$ cat src/rtl/pll_lock_sequencer.sv
// pll_lock_sequencer: iCE40 pixel-PLL reset/lock sequencer with bounded retries, lock qualification and loss counting
module pll_lock_sequencer #(
    parameter int RST_CYCLES    = 12,
    parameter int LOCK_TIMEOUT  = 1200,
    parameter int STABLE_CYCLES = 12000,
    parameter int MAX_RETRIES   = 4,
    parameter int CNT_W         = 16,
    parameter int LOSS_W        = 4
) (
    input  logic              clock_in,
    input  logic              resetb,
    input  logic              pll_locked,
    input  logic              restart,
    output logic              pll_resetb,
    output logic              ready,
    output logic              fault,
    output logic [2:0]        state,
    output logic [3:0]        retry_count,
    output logic [LOSS_W-1:0] loss_count
);
    typedef enum logic [2:0] {
        RESET_PLL = 3'd0,
        WAIT_LOCK = 3'd1,
        STABLE    = 3'd2,
        RUN       = 3'd3,
        FAULT     = 3'd4
    } state_t;

    state_t            state_q, state_d;
    logic [CNT_W-1:0]  cnt_q, cnt_d;
    logic [3:0]        retry_q, retry_d;
    logic [LOSS_W-1:0] loss_q, loss_d;
    logic              meta_q, lock_s_q;
    logic              failed;

    // Two-flop synchronizer for the PLL LOCK pin, which is asynchronous to clock_in
    always_ff @(posedge clock_in or negedge resetb) begin
        if (!resetb) begin
            meta_q   <= 1'b0;
            lock_s_q <= 1'b0;
        end else begin
            meta_q   <= pll_locked;
            lock_s_q <= meta_q;
        end
    end

    // Sequencer registers
    always_ff @(posedge clock_in or negedge resetb) begin
        if (!resetb) begin
            state_q <= RESET_PLL;
            cnt_q   <= '0;
            retry_q <= '0;
            loss_q  <= '0;
        end else begin
            state_q <= state_d;
            cnt_q   <= cnt_d;
            retry_q <= retry_d;
            loss_q  <= loss_d;
        end
    end

    // Next state: restart first, then lock events, then timeouts; a failed attempt retries or faults
    always_comb begin
        state_d = state_q;
        retry_d = retry_q;
        loss_d  = loss_q;
        failed  = 1'b0;
        if (restart) begin
            state_d = RESET_PLL;
            retry_d = '0;
        end else begin
            case (state_q)
                RESET_PLL: state_d = (cnt_q == CNT_W'(RST_CYCLES - 1)) ? WAIT_LOCK : RESET_PLL;
                WAIT_LOCK: begin
                    state_d = lock_s_q ? STABLE : WAIT_LOCK;
                    failed  = !lock_s_q && (cnt_q == CNT_W'(LOCK_TIMEOUT - 1));
                end
                STABLE: begin
                    failed  = !lock_s_q;
                    state_d = (lock_s_q && cnt_q == CNT_W'(STABLE_CYCLES - 1)) ? RUN : STABLE;
                end
                RUN: begin
                    state_d = lock_s_q ? RUN : RESET_PLL;
                    loss_d  = (!lock_s_q && !(&loss_q)) ? loss_q + LOSS_W'(1) : loss_q;
                end
                default: state_d = FAULT;
            endcase
            if (failed) begin
                state_d = (retry_q == 4'(MAX_RETRIES)) ? FAULT : RESET_PLL;
                retry_d = (retry_q == 4'(MAX_RETRIES)) ? retry_q : retry_q + 4'd1;
            end
            if (state_d == RUN && state_q != RUN) retry_d = '0;
        end
        cnt_d = (restart || state_d != state_q) ? '0 : cnt_q + CNT_W'(1);
    end

    assign state       = state_q;
    assign ready       = (state_q == RUN);
    assign fault       = (state_q == FAULT);
    assign pll_resetb  = (state_q == WAIT_LOCK) || (state_q == STABLE) || (state_q == RUN);
    assign retry_count = retry_q;
    assign loss_count  = loss_q;
endmodule
$ cat config.mk
export PLATFORM = sky130hd
export DESIGN_NAME = pll_lock_sequencer
export DESIGN_NICKNAME = d
export VERILOG_FILES = /design/src/rtl/pll_lock_sequencer.sv
export SDC_FILE = /design/constraint.sdc
export NUM_CORES = 1
export LEC_CHECK = 0
export BUFFER_PORTS_ARGS = -buffer_cell sky130_fd_sc_hd__clkbuf_2
export CORE_UTILIZATION = 25
export CTS_CLUSTER_SIZE = 40
export DETAILED_ROUTE_END_ITERATION = 6
export GPL_TIMING_DRIVEN = 0
export HOLD_SLACK_MARGIN = 0.15
export PLACE_DENSITY = 0.43
export SETUP_SLACK_MARGIN = 0.5
export SYNTH_ARGS = -nofsm -noshare
export SYNTH_HDL_FRONTEND = slang
export SYNTH_SLANG_ARGS = --single-unit
$ cat constraint.sdc
create_clock -name clock_in -period 4.77 [get_ports clock_in]
set_clock_uncertainty 0.05 [all_clocks]
set_input_delay 0.2385 -clock clock_in [delete_from_list [all_inputs] [get_ports clock_in]]
set_output_delay 0.2385 -clock clock_in [all_outputs]
set_load 0.02 [all_outputs]
After elaboration in Yosys (flattened, before gate mapping). Cells that the tools add are included. Widths: inputs -> output; s select.

Register bits after elaboration: 29. Bits of input ports: 4. Output and inout port bits: 14.

$add $sub $neg: 3. Equality and inequality tests: 12. Multiplexer cells: 16. Bitwise logic cells: 1. Reduce and logical (&&, ||, !) cells: 14.

Operators by type and width (count): $add 16x1->16 const B (1); $eq 16x11->1 const B (1); $eq 16x14->1 const B (1); $eq 16x4->1 const B (1); $mux 16 (1); $mux 4 (4); $mux 3 (4); $pmux 3 s4 (1); $eq 3x2->1 const B (3); $add 4x1->4 const B (2); $ne 3x2->1 const B (2); $eq 4x3->1 const B (1); $logic_and 1x1->1 (4); $mux 2 (2); $reduce_and 4->1 (1); $eq 3x1->1 const B (1); $eq 3x3->1 const B (1); $logic_not 3->1 (1); $logic_or 1x1->1 (3); $mux 1 (3); $ne 3x3->1 (1); $reduce_and 3->1 (1); $reduce_bool 3->1 (1); $logic_not 1->1 (2); other kinds (3) (3).

Depth between registers and ports, before layout.
Depth in word-level cells: 10. Mapped depth: 7. Gate-level depth less buffers: 7.

Worst setup path after synthesis. No wires, ideal clock.

Path kind: reg2reg. Start: reg state_q[0] (netlist: state[0]). End: reg cnt_q[11]. Setup time: 119 ps. Arrival time: 1781 ps. Data required time: 4601 ps. Path slack: 2820 ps. Stages on the path, launching flop included: 8. Path buffers: 2. Period minus slack after synthesis: 1950 ps. Cell sequence: dfrtp_1 buf_2 or4b_4 nor3_4 a21oi_2 a2bb2oi_4 buf_6 nor2_1.

Word-level cells in the longest chain between the ends: 9.

Ends and longest elaborated chain: start: declaration (line 29) `state_t state_q, state_d;`; start signal: assignment (line 55) `state_q <= state_d;`; $eq 3x2->1 / $eq 3x1->1 (equally long branches) (line 72) `case (state_q)`; $pmux 1 s2 (line 72); $mux 1 (line 68) `if (restart) begin`; $mux 3 (line 88) `if (failed) begin`; $mux 3 (2 in series) (line 68); $ne 3x3->1 (*) (line 94) `cnt_d = (restart || state_d != state_q) ? '0 : cnt_q + CNT_W'(1);`; $logic_or 1x1->1 (*) (line 94); $mux 16 (*) (line 94); named net cnt_d[11] (line 30) `logic [CNT_W-1:0] cnt_q, cnt_d;`; end signal: assignment (line 56) `cnt_q <= cnt_d;`; end: declaration (line 30).

Mark *: on every way through the listed nets, which the timed path passes. The rest lies on a longest branch. The select of a mux whose other input is x is not followed. A chain may end at the register's enable or synchronous reset.

Worst setup path after layout.
Start: reg cnt_q[0]. End: reg cnt_q[8].

Word-level cells in the longest chain between the ends: 10.

Ends and longest elaborated chain (line): $eq 16x14->1 / $eq 16x11->1 (equally long branches) (80, 76); $logic_and 1x1->1, on equally long branches (80, 76); $mux 1 / $pmux 1 s2 (equally long branches) (80, 72); $pmux 3 s4 / $mux 1 (equally long branches) (72, 68); $mux 3 (88); $mux 3 (2 in series) (68); $ne 3x3->1 (94); $logic_or 1x1->1 (94); $mux 16 (*) (94); named net cnt_d[8] (30).

Marked as above.

==> metrics.yaml <==
floorplanning:
  initial_core_util_pct: 26.5
  row_count: 28
  dieWidth_microns: 81.9
  core_sq_um: 6030
  dieArea_sq_um: 6700
  io_pins: 18
  die_height_microns: 81.9
critical_path:
  regToRegSetupSlack_ns: 2.60
  rr_worst_depth: 7
  max_stage_delay_ns: 0.39
  critPathArrivalTime_ns: 2.29
  crit_family: "simple AND/OR/NAND/NOR gates"
  crit_path_top_delay_cell: "dfrtp_1"
  cp.depth: 7
  end_kind: "flop"
  cp_cell_sequence: "ha_1 -> nor4b_1 -> nand3_1 -> o21ai_1 -> a2bb2oi_4 -> buf_6 -> nor2_1"
  critPathLaunchType: "flop"
  worst-path-buf-inv: 1
  crit_path_max_fanout: 10
  startpoint: "cnt_q[0]$_DFF_PN0_"
  setup.worst_path.end: "cnt_q[8]$_DFF_PN0_"
  r2r_end: "cnt_q[8]$_DFF_PN0_"
  worstSetupPathType: "reg2reg"
  crit_required_ns: 4.88
  r2r-start: "cnt_q[0]$_DFF_PN0_"
global_routing:
  antenna_found_initial: 0
  grt.total_usage_pct: 11.6
  grt_max_degree: 30
  grt_pass1_wl_mm: 5.75
  grt_pass1_vias: 1159
  grt.overflow.total: 0
cts:
  clockRootBuffer: "clkbuf_8"
  htree_levels: 2
  cts_tree: "yes"
  path_clk_slew_ns: 0.07
  clockBufferDepth: 2
  cts_made_buffers: 5
  numClockSinks: 29
  clk_latency_ns: 0.28
pwr:
  p_per_area_nw_per_um2: 302
  peakVddDrop_mv: 0.122
  leakagePower_nw: 0.857
sta:
  fin_setup_tns_ns: 0
  worstMarginPinSlew_ns: 0.718
  rsz0062_at_grt: "false"
  fmax_mhz: 460
  fin_crit_sh_pct: 45.6
  min_period_ns: 2.17
  maxSlewViolCount: 0
  slew_headroom_pct: 52.2
  setup_viol: 0
  hold_viol: 0
finish:
  areaGrowthSynthToFinish_pct: 20.9
  layout.nets: 189
  antenna_cells: 0
  drive_above_1_share_pct: 22.0
  fin_util_pct: 32.0
  nFillCells: 641
route:
  via_per_inst: 4.75
  firstDrtPassIters: 4
  wl_per_cell_microns: 13.2
  antenna_left: 0
  first_iter_violations: 48
  route.detailed.drc: 0
  routed_wl_mm: 3.39
  dr_total_vias: 1222
yosys:
  synthesis.nets: 163
  synth_edf_count: 0
  avgSynthCellArea_sq_um: 10.3
  yosysSeqAreaShare_pct: 45.5
  syn_area_sq_um: 1600
  synth_seq_cells: 29
  yosys_warnings: 0
  synth_ff_type: "dfrtp_1"
  synthCells: 155
  async_reset_ff_share_pct: 100
  yosysUniqueCellTypes: 48
placed_design:
  io_buffers: 17
  routabilityCongestion: 0.789
  hpwl_mm: 2.51
job:
  cap_violations: 0
worst_hold_path:
  hold_path.class: "in2reg"
run_status:
  status: "finished clean"
routing by layer:
| layer | up-vias | track usage [%] | wire length [microns] |
|---|---|---|---|
| met5 | - | 0 | 0 |
| met4 | 0 | 4.74 | 57 |
| met3 | 8 | 3.33 | 120 |
| met2 | 20 | 16.9 | 1550 |
| met1 | 591 | 15.9 | 1660 |
| li1 | 603 | - | - |
Yosys cell counts (all sizes together) (3+ instances only):
cell type	count	area [sq um]
a21oi	6	33.8
xor2	9	78.8
ha	4	50.1
buf	6	43.8
nor2	26	97.6
nor3	4	31.3
and3	4	26.3
nand3	6	30.0
inv	3	11.3
nand4	7	43.8
o21ai	3	15.0
nand2	7	26.3
xnor2	11	96.3
dfrtp	29	726
and4b	3	31.3
stage by stage:
stage	setup slack, ns	total power [W]	instances	hold WS [ns]	area [sq um]
after CTS	2.58	0.000592	257	0.166	1930
after global routing	2.40	0.000606	257	0.194	1930
after floorplan	2.82	0.000270	155	-0.107	1600
final	2.60	0.000581	257	0.181	1930
after detailed placement	2.61	0.000281	247	0.295	1770
after global placement	2.64	0.000280	247	0.283	1770
where the power goes:
part	internal [W]	leakage (nW)	switching, W	total, W
registers	0.000249	0.396	0.00000375	0.000253
logic	0.00000914	0.393	0.0000141	0.0000232
clock network	0.000207	0.0681	0.0000977	0.000305
total	0.000466	0.857	0.000116	0.000581
layout make-up:
cell class                 count  area, sq um  share of cell area [%]
clock inverter                 3         65.1                    3.37
tap                           75         93.8                    4.87
sequential                    29          726                    37.6
clock buffer                   5         68.8                    3.57
multi-input combinational    117          815                    42.2
buffer                         6         43.8                    2.27
timing repair buffer          19          105                    5.45
inverter                       3         11.3                   0.584
kinds of logic after synthesis:
group	Yosys count	synth area share, %
DFF	29	45.5
buffers and inverters	9	3.45
adders and majority gates	4	3.14
xor gates and xnor gates	20	11.0
and+or+nand+nor	74	26.8
AOI/OAI and AO/OA	17	8.78
muxes	2	1.33
state kept, by name (all words and copies together), names as in the netlist:
name / count
lock_s_q: 1
loss_count: 4
cnt_q: 16
retry_count: 4
state: 3
meta_q: 1
worst min-delay path by stage:
stage                     startpoint                   to  cells past startpoint
after floorplan               resetb   cnt_q[0]$_DFF_PN0_                      0
final                        restart   state[2]$_DFF_PN0_                      2
after global routing         restart   state[0]$_DFF_PN0_                      2
after CTS                    restart   state[2]$_DFF_PN0_                      2
after global placement        resetb  cnt_q[14]$_DFF_PN0_                      1
after detailed placement      resetb   cnt_q[8]$_DFF_PN0_                      1
placed cells by master, fill, tap and decap left out, types with 3 or more instances in the layout:
| master | instances |
|---|---|
| dfrtp_1 | 29 |
| nor2_1 | 26 |
| clkbuf_2 | 17 |
| xnor2_1 | 11 |
| xor2_1 | 9 |
| nand2_1 | 7 |
| nand4_1 | 7 |
| nand3_1 | 6 |
| a21oi_1 | 5 |
| clkbuf_8 | 5 |
| ha_1 | 4 |
| and3_1 | 3 |
| inv_1 | 3 |
| nor3_1 | 3 |
repair_timing:
action                                 4_1_cts  5_1_grt
hold buffers                                 2        0
endpoints found under the hold margin       30        0
gates resized for setup                      0        0
setup buffers                                0        0
No activity file was read; power rests on OpenSTA's default activity.
